==> src/rtl/uart_rx_if.sv <==
// uart_rx_if: groups the serial input and the byte-level outputs of uart_rx.
// Optional feature macro: UART_RX_PARITY_EN adds the parity_err signal.
// slave  : the receiver side (samples rx, drives the results)
// master : the side that drives the line and consumes received bytes
interface uart_rx_if;
  logic       rx;
  logic [7:0] data_out;
  logic       data_ready;
  logic       frame_err;
  logic       busy;
`ifdef UART_RX_PARITY_EN
  logic       parity_err;

  modport slave  (input  rx, output data_out, data_ready, frame_err, busy, parity_err);
  modport master (output rx, input  data_out, data_ready, frame_err, busy, parity_err);
`else
  modport slave  (input  rx, output data_out, data_ready, frame_err, busy);
  modport master (output rx, input  data_out, data_ready, frame_err, busy);
`endif
endinterface

==> src/rtl/uart_rx.sv <==
// uart_rx: oversampling UART receiver, 8 data bits, LSB first, 1 stop bit.
// Optional feature macro: UART_RX_PARITY_EN inserts one even-parity bit
// between the data bits and the stop bit and reports mismatches on parity_err.
// rst is asynchronous and active-low; all state moves on the rising clk edge.
module uart_rx #(
  parameter int CLKS_PER_BIT = 868
) (
  input  logic     clk,
  input  logic     rst,
  uart_rx_if.slave bus
);

  localparam int              CW       = $clog2(CLKS_PER_BIT);
  localparam logic [CW-1:0]   CNT_LAST = CW'(CLKS_PER_BIT - 1);
  localparam logic [CW-1:0]   CNT_HALF = CW'(CLKS_PER_BIT / 2 - 1);
  localparam logic [CW-1:0]   CNT_ONE  = CW'(1);

`ifdef UART_RX_PARITY_EN
  typedef enum logic [2:0] {
    IDLE      = 3'd0,
    START     = 3'd1,
    DATA      = 3'd2,
    STOP      = 3'd3,
    WAIT_IDLE = 3'd4,
    PARITY    = 3'd5
  } state_t;
`else
  typedef enum logic [2:0] {
    IDLE      = 3'd0,
    START     = 3'd1,
    DATA      = 3'd2,
    STOP      = 3'd3,
    WAIT_IDLE = 3'd4
  } state_t;
`endif

  logic          rx_meta;
  logic          rx_s;
  state_t        state, state_next;
  logic [CW-1:0] cnt, cnt_next;
  logic [2:0]    bit_idx, bit_idx_next;
  logic [7:0]    shift, shift_next;
  logic [7:0]    data_q, data_next;
  logic          ready_q, ready_next;
  logic          ferr_q, ferr_next;
`ifdef UART_RX_PARITY_EN
  logic          par_bit, par_bit_next;
  logic          perr_q, perr_next;
`endif

  // Two-flop synchronizer; resets to the idle (high) line level
  always_ff @(posedge clk or negedge rst) begin
    if (!rst) begin
      rx_meta <= 1'b1;
      rx_s    <= 1'b1;
    end else begin
      rx_meta <= bus.rx;
      rx_s    <= rx_meta;
    end
  end

  // State register plus counters, shift register and registered outputs
  always_ff @(posedge clk or negedge rst) begin
    if (!rst) begin
      state   <= IDLE;
      cnt     <= '0;
      bit_idx <= '0;
      shift   <= '0;
      data_q  <= '0;
      ready_q <= 1'b0;
      ferr_q  <= 1'b0;
`ifdef UART_RX_PARITY_EN
      par_bit <= 1'b0;
      perr_q  <= 1'b0;
`endif
    end else begin
      state   <= state_next;
      cnt     <= cnt_next;
      bit_idx <= bit_idx_next;
      shift   <= shift_next;
      data_q  <= data_next;
      ready_q <= ready_next;
      ferr_q  <= ferr_next;
`ifdef UART_RX_PARITY_EN
      par_bit <= par_bit_next;
      perr_q  <= perr_next;
`endif
    end
  end

  // Next-state and datapath logic; pulses default low so each lasts one clk
  always_comb begin
    state_next   = state;
    cnt_next     = cnt;
    bit_idx_next = bit_idx;
    shift_next   = shift;
    data_next    = data_q;
    ready_next   = 1'b0;
    ferr_next    = 1'b0;
`ifdef UART_RX_PARITY_EN
    par_bit_next = par_bit;
    perr_next    = 1'b0;
`endif
    unique case (state)
      IDLE: begin
        cnt_next     = '0;
        bit_idx_next = '0;
        if (!rx_s) begin
          state_next = START;
        end
      end
      START: begin
        if (cnt == CNT_HALF) begin
          cnt_next   = '0;
          state_next = rx_s ? IDLE : DATA;
        end else begin
          cnt_next = cnt + CNT_ONE;
        end
      end
      DATA: begin
        if (cnt == CNT_LAST) begin
          cnt_next     = '0;
          shift_next   = {rx_s, shift[7:1]};
          bit_idx_next = bit_idx + 3'd1;
          if (bit_idx == 3'd7) begin
`ifdef UART_RX_PARITY_EN
            state_next = PARITY;
`else
            state_next = STOP;
`endif
          end
        end else begin
          cnt_next = cnt + CNT_ONE;
        end
      end
`ifdef UART_RX_PARITY_EN
      PARITY: begin
        if (cnt == CNT_LAST) begin
          cnt_next     = '0;
          par_bit_next = rx_s;
          state_next   = STOP;
        end else begin
          cnt_next = cnt + CNT_ONE;
        end
      end
`endif
      STOP: begin
        if (cnt == CNT_LAST) begin
          cnt_next = '0;
          if (rx_s) begin
            state_next = IDLE;
`ifdef UART_RX_PARITY_EN
            if ((^shift) ^ par_bit) begin
              perr_next = 1'b1;
            end else begin
              data_next  = shift;
              ready_next = 1'b1;
            end
`else
            data_next  = shift;
            ready_next = 1'b1;
`endif
          end else begin
            ferr_next  = 1'b1;
            state_next = WAIT_IDLE;
          end
        end else begin
          cnt_next = cnt + CNT_ONE;
        end
      end
      WAIT_IDLE: begin
        cnt_next = '0;
        if (rx_s) begin
          state_next = IDLE;
        end
      end
      default: begin
        cnt_next   = '0;
        state_next = IDLE;
      end
    endcase
  end

  assign bus.data_out   = data_q;
  assign bus.data_ready = ready_q;
  assign bus.frame_err  = ferr_q;
  assign bus.busy       = (state != IDLE);
`ifdef UART_RX_PARITY_EN
  assign bus.parity_err = perr_q;
`endif

endmodule

==> src/flat_wrapper.sv <==
// flat-port wrapper written by rule: the top's interface ports become plain ports
module uart_rx_flat 
#(
  parameter int CLKS_PER_BIT = 868
)
  (clk, rst, bus_rx, bus_data_out, bus_data_ready, bus_frame_err, bus_busy);
  uart_rx_if bus_i ();
  input  logic clk;
  input  logic rst;
  input wire logic [$bits(bus_i.rx)-1:0] bus_rx;
  output wire logic [$bits(bus_i.data_out)-1:0] bus_data_out;
  output wire logic [$bits(bus_i.data_ready)-1:0] bus_data_ready;
  output wire logic [$bits(bus_i.frame_err)-1:0] bus_frame_err;
  output wire logic [$bits(bus_i.busy)-1:0] bus_busy;
  assign bus_i.rx = bus_rx;
  assign bus_data_out = bus_i.data_out;
  assign bus_data_ready = bus_i.data_ready;
  assign bus_frame_err = bus_i.frame_err;
  assign bus_busy = bus_i.busy;
  uart_rx #(.CLKS_PER_BIT(CLKS_PER_BIT)) u_core (.clk(clk), .rst(rst), .bus(bus_i));
endmodule
==> config.mk <==
export PLATFORM = sky130hd
export DESIGN_NAME = uart_rx_flat
export DESIGN_NICKNAME = d
export VERILOG_FILES = /design/src/rtl/uart_rx_if.sv /design/src/rtl/uart_rx.sv /design/src/flat_wrapper.sv
export SDC_FILE = /design/constraint.sdc
export NUM_CORES = 1
export LEC_CHECK = 0
export BUFFER_PORTS_ARGS = -buffer_cell sky130_fd_sc_hd__buf_4
export CAP_MARGIN = 15
export CORE_AREA = 3 3 63 95
export DETAILED_ROUTE_END_ITERATION = 12
export DIE_AREA = 0 0 66 98
export HOLD_SLACK_MARGIN = 0.06
export RECOVER_POWER = 25
export SLEW_MARGIN = 40
export SYNTH_ARGS = -nofsm -noshare
export SYNTH_HDL_FRONTEND = slang
export SYNTH_SLANG_ARGS = --single-unit
==> constraint.sdc <==
create_clock -name clk -period 2.7 [get_ports clk]
set_input_delay 0.27 -clock clk [delete_from_list [all_inputs] [get_ports clk]]
set_output_delay 0.27 -clock clk [all_outputs]
set_load 0.02 [all_outputs]
After elaboration in Yosys (flattened, before gate mapping)

Index checks and enable logic that the tools add are counted.

Bits in registers: 36
Latch bits: 0
Bits in writable memories: 0
Bits in read-only memories: 0
Output and inout port bits: 11
Word-level logic and storage cells: 52
Memories: 0

Add/sub/neg operators: 2
$mul: 0
Divide/modulo/power cells: 0
Magnitude comparators: 0
Equal/unequal tests: 13
Shift operators: 0
Mux-type cells: 20
Bitwise operators: 0
Reduce and logical (&&, ||, !) cells: 8

Operators by type and width:

| cell                    | number |
|---|---|
| $mux W3                 | 8 |
| $mux W10                | 2 |
| $pmux W10 S2            | 1 |
| $pmux W3 S5             | 1 |
| $add A10 B1 Y10 const B | 1 |
| $eq A10 B10 Y1 const B  | 1 |
| $eq A10 B9 Y1 const B   | 1 |
| $ne A2 B1 Y1 const B    | 5 |
| $eq A3 B2 Y1 const B    | 2 |
| $eq A3 B3 Y1 const B    | 2 |
| $mux W1                 | 6 |
| $pmux W3 S2             | 1 |
| $reduce_and A6 Y1       | 1 |
| $reduce_and A2 Y1       | 2 |
| $add A3 B1 Y3 const B   | 1 |
| $eq A3 B1 Y1 const B    | 1 |
| $logic_not A3 Y1        | 1 |
| $reduce_and A3 Y1       | 1 |
| $reduce_bool A3 Y1      | 1 |
| $mux W2                 | 1 |
| $ne A2 B2 Y1 const B    | 1 |
| $reduce_bool A2 Y1      | 1 |
| $reduce_or A2 Y1        | 1 |

Logic depth before layout (Yosys ltp)

Word-level depth: 4
Gate-level depth with buffers: 7
Gate-level depth less buffers: 6

Worst setup path before layout

OpenSTA, ideal clock, no wires.

Kind: flip-flop to flip-flop
Start point: register u_core.cnt[0]
End point: register u_core.data_q[0], in the netlist u_core.bus.data_out[0]
Arrival: 1.837 ns
Required time: 2.575 ns
Setup slack: 0.738 ns
Cell stages (with the launch flop): 8
Clock period less this slack: 1.962 ns
Cell sequence: dfrtp_1 ha_1 nor4bb_2 and4_1 buf_6 and3_4 buf_12 mux2_4

Word-level cells in the longest chain between the ends: 2

Ends and longest elaborated chain:

| item                        | RTL line       | text |
|---|---|---|
| start: declaration          | uart_rx.sv:40  | `logic [CW-1:0] cnt, cnt_next;` |
| start signal: assignment    | uart_rx.sv:78  | `cnt <= cnt_next;` |
| $eq A10 B10 Y1              | uart_rx.sv:148 | `if (cnt == CNT_LAST) begin` |
| $reduce_and A3 Y1 (no line) | --             |  |
| end signal: assignment      | uart_rx.sv:81  | `data_q <= data_next;` |
| end: declaration            | uart_rx.sv:43  | `logic [7:0] data_q, data_next;` |

No other way between the ends.
A chain may end at the register's enable or synchronous reset.

Worst setup path after layout

Start point: register u_core.cnt[0]
End point: register u_core.data_q[4], in the netlist u_core.bus.data_out[4]

Same word-level chain as after synthesis.

==> run summary <==
The flow ran to the end, and the final reports show no timing, DRC or antenna violations. The share of total power dissipated in combinational logic is 0.013. The number of top-level pins came out at 14. The peak fanout along the critical path came out at 10. The worst register-to-register path begins at u_core.cnt[0]$_DFF_PN0_. The sum of negative setup slack is 0 ns. STA classifies the critical path startpoint as a flop. The total congestion overflow came out at 0.

The number of fill cells in the layout came out at 501. The wire-length estimate of the detail-placed layout is 2.11 mm. The endpoint arrival time on the critical path is 2.44 ns. The sequential fraction of design power came out at 0.530.

By startpoint and endpoint, the worst setup path is classified as reg -> reg. In the final layout, the share of cells above drive strength 1 is 0.296. The CTS clock-pin slew for the worst setup and hold paths is 0.07 ns. The number of antenna-violating nets in the routed design is 0.

Yosys attributes the largest share of cell area to sky130_fd_sc_hd__dfrtp_1 (51%), sky130_fd_sc_hd__mux2_4 (7.2%), sky130_fd_sc_hd__mux2_2 (5.4%). The endpoint required time on the critical path came out at 2.88 ns. The number of cells on the worst reg-to-reg path came out at 5. The core footprint is 5160 um2. Gates resized during post-CTS repair numbered 0. The first detailed-routing pass ran for 4 iterations.

The final clock skew came out at 0.00471 ns. The final net count came out at 158. Of the total power, the share spent switching nets is 0.202.

The ratio of final minimum period to clock period came out at 0.840. The via count of the first global-routing pass is 1123. The number of I/O port buffers is 13. After technology mapping, the gate count stands at 136. Hold is met by 0.0886 ns. The worst setup path is captured at a flop. The clock net in this run drives a total of 36 sinks. The total number of cells along the worst setup path is 5.

The number of distinct library cells after synthesis came out at 33. Tracing the worst setup path back leads to its startpoint at u_core.cnt[0]$_DFF_PN0_. The min-delay analysis places its worst path in the category in -> reg. Setup repair after global routing left no endpoint under its margin. The biggest area contributor in the post-synthesis netlist is sky130_fd_sc_hd__dfrtp_1. The internal portion of the total power is 0.817 mW. In this run the worst setup path terminates at u_core.bus.data_out[4]$_DFFE_PN0P_. The total wirelength of the detailed-routed design came out at 2.92 mm. The final count of negative-setup-slack endpoints came out at 0. Counting both buffers and inverters, the worst setup path holds a total of 0. The violation count after the first detailed-route iteration is 37. The CTS tree is built.

The mapped netlist covers 1670 um2. The largest net degree at the start of global routing is 37. Setup slack on the worst reg-to-reg path comes out at 0.43 ns. The number of buffers created by CTS came out at 5.

Traced cell by cell, the critical path runs through ha_1, nor4bb_2, and4_1, and3_4, mux2_4. The portion of synthesized cell area occupied by the leading cell type is 0.511. The final weighted congestion in routability-driven placement came out at 0.777.

Max-cap violations in this run came to 0. The number of flip-flops and latches in the synthesized netlist is 36. The storage element area came out at 903 um2. During synthesis, Yosys emitted a total of 0 warnings. The first-pass GRT wire length is 4.95 mm.

For the pin with the worst max-slew slack, the measured transition is 0.879 ns. The final critical-path required period is 2.27 ns. The worst register-to-register path ends at u_core.bus.data_out[4]$_DFFE_PN0P_. The count of endpoints failing hold in the final timing report came out at 0. Averaged over all synthesized cells, the footprint is 12.3 um2. The total die area came out at 6470 um2.

For this run, the top clock speed supported by timing is 441 MHz. The final antenna diode count is 0. The die is 66 um wide. The average detailed-routed wire length per instance is 13.3 um. The clock passes through at most 2 buffers. The largest single stage delay on the critical path is 0.48 ns. The via density per instance came out at 4.82. The switching power summed over all nets is 0.207 mW. On the critical path, the stage with the largest delay is an instance of sky130_fd_sc_hd__and4_1.

The final route contains 1060 vias. The worst max-slew margin expressed relative to the limit came out at 0.414. The CTS root buffer is sky130_fd_sc_hd__clkbuf_8. The row count is 32. The synthesis-to-finish area growth came out at 15.0%. For this design the static power due to leakage is 0.883 nW. The post-synth net total is 143.

The total global routing track utilization came out at 0.0992. The initial standard-cell utilization of the core came out at 0.323. In this run the most critical hold path is launched from bus_rx. The multi-input combinational cells in the finished layout cover a total of 689 um2. Post-CTS timing repair inserted 0 buffers for setup. The clock network fraction of design power came out at 0.456. The worst supply voltage drop on vdd is 0.288 mV.

The depth of the CTS H-tree is 2. Among cell families on the critical path, the largest total delay comes from simple AND/OR/NAND/NOR gates. The number of slew-limit violations in the final report is 0. The power density relative to cell area is 534 nW/um2. The initial antenna violation count is 0. For this run, design rule violations remaining after detail routing come to 0. Of the synthesized area, sequential elements account for 0.542. The source-to-sink clock delay at the later pin of the worst-skew pair is 0.29 ns. The die is 98 um tall.
cells in the final DEF, fill, tap and decap left out, types with 4 or more instances in the layout:
cell                        n
sky130_fd_sc_hd__dfrtp_1   34
sky130_fd_sc_hd__inv_1      6
sky130_fd_sc_hd__mux2_4     8
sky130_fd_sc_hd__clkbuf_8   5
sky130_fd_sc_hd__ha_1       4
sky130_fd_sc_hd__mux2_2     8
sky130_fd_sc_hd__nand3_1    5
sky130_fd_sc_hd__buf_4     11
sky130_fd_sc_hd__nor3_1    13
sky130_fd_sc_hd__xnor2_1    7
sky130_fd_sc_hd__nand2_1    8
sky130_fd_sc_hd__o21ai_0    4
sky130_fd_sc_hd__nand4_1    5
sky130_fd_sc_hd__nor2_1    10
registers in the layout, indices dropped and copies added (netlist names):
name	flops
u_core.rx_meta	1
u_core.rx_s	1
u_core.bus.frame_err	1
u_core.state	3
u_core.bus.data_ready	1
u_core.bit_idx	3
u_core.bus.data_out	8
u_core.shift	8
u_core.cnt	10
cell families after synthesis:
| family | synth area share |
|---|---|
| compound gates | 0.0443 |
| xor+xnor | 0.0420 |
| fa+ha+maj | 0.0300 |
| buf+inv | 0.0443 |
| flops | 0.542 |
| mux | 0.132 |
| simple gates | 0.165 |
cell usage after synthesis:
| cell type | n |
|---|---|
| sky130_fd_sc_hd__a22oi_1 | 1 |
| sky130_fd_sc_hd__a2bb2oi_2 | 1 |
| sky130_fd_sc_hd__a311oi_1 | 1 |
| sky130_fd_sc_hd__a31oi_1 | 1 |
| sky130_fd_sc_hd__and3_2 | 2 |
| sky130_fd_sc_hd__and3_4 | 1 |
| sky130_fd_sc_hd__and4_1 | 1 |
| sky130_fd_sc_hd__buf_12 | 1 |
| sky130_fd_sc_hd__buf_6 | 1 |
| sky130_fd_sc_hd__clkbuf_1 | 2 |
| sky130_fd_sc_hd__clkbuf_2 | 1 |
| sky130_fd_sc_hd__clkbuf_4 | 1 |
| sky130_fd_sc_hd__dfrtp_1 | 34 |
| sky130_fd_sc_hd__dfstp_2 | 2 |
| sky130_fd_sc_hd__ha_1 | 4 |
| sky130_fd_sc_hd__inv_1 | 6 |
| sky130_fd_sc_hd__mux2_2 | 8 |
| sky130_fd_sc_hd__mux2_4 | 8 |
| sky130_fd_sc_hd__mux2i_1 | 1 |
| sky130_fd_sc_hd__nand2_1 | 8 |
| sky130_fd_sc_hd__nand3_1 | 5 |
| sky130_fd_sc_hd__nand3_4 | 1 |
| sky130_fd_sc_hd__nand4_1 | 5 |
| sky130_fd_sc_hd__nor2_1 | 10 |
| sky130_fd_sc_hd__nor3_1 | 13 |
| sky130_fd_sc_hd__nor3b_1 | 1 |
| sky130_fd_sc_hd__nor4bb_1 | 1 |
| sky130_fd_sc_hd__nor4bb_2 | 1 |
| sky130_fd_sc_hd__o211ai_1 | 1 |
| sky130_fd_sc_hd__o21ai_0 | 4 |
| sky130_fd_sc_hd__o31a_1 | 1 |
| sky130_fd_sc_hd__xnor2_1 | 7 |
| sky130_fd_sc_hd__xor2_1 | 1 |
area by class of cell:
type | instances | area share
sequential | 36 | 0.471
clock inverter | 3 | 0.0222
tap | 68 | 0.0444
clock buffer | 5 | 0.0359
multi-input combinational | 88 | 0.360
inverter | 6 | 0.0117
timing repair buffer | 14 | 0.0548
routing by layer:
metal	vias to the layer above	GRT usage	part of all wire
li1	506	-	-
met1	527	0.108	0.40
met2	19	0.171	0.54
met3	8	0.0322	0.044
met4	0	0.0454	0.020
met5	-	0	0
stage by stage:
stage | worst slack (ns) | instance area, um2 | power (mW) | utilization | std cells
3_3_place_gp | 0.551 | 1800 | 0.567 | 0.348 | 211
5_1_grt | 0.302 | 1920 | 1.07 | 0.371 | 220
4_1_cts | 0.450 | 1920 | 1.04 | 0.372 | 220
2_1_floorplan | 0.738 | 1670 | 0.554 | - | 136
6_report | 0.433 | 1920 | 1.02 | 0.371 | 220
3_5_place_dp | 0.449 | 1800 | 0.568 | 0.348 | 211
power by group through the flow:
stage | Clock [mW] | Sequential (mW) | Combinational, mW
floorplan | 0 | 0.553 | 0.000675
global placement | 0 | 0.554 | 0.0130
detailed placement | 0 | 0.554 | 0.0139
CTS | 0.484 | 0.543 | 0.0150
global route | 0.508 | 0.543 | 0.0164
finish | 0.468 | 0.543 | 0.0134
how the worst min path moves through the flow:
stage / slack [ns] / endpoint / cells after the start
6_report: 0.09 / u_core.rx_meta$_DFF_PN1_ / 1
5_1_grt: 0.07 / u_core.rx_meta$_DFF_PN1_ / 1
4_1_cts: 0.07 / u_core.rx_meta$_DFF_PN1_ / 1
3_5_place_dp: 0.26 / u_core.bus.data_out[1]$_DFFE_PN0P_ / 1
3_3_place_gp: 0.24 / u_core.bit_idx[2]$_DFFE_PN0P_ / 1
2_1_floorplan: -0.03 / u_core.bit_idx[0]$_DFFE_PN0P_ / 0
timing repair:
| item | CTS | global route |
|---|---|---|
| endpoints found under the setup margin | 0 | 0 |
| hold endpoints to repair | 34 | 0 |
| hold buffers | 1 | 0 |
No activity file was read; power rests on OpenSTA's default activity.
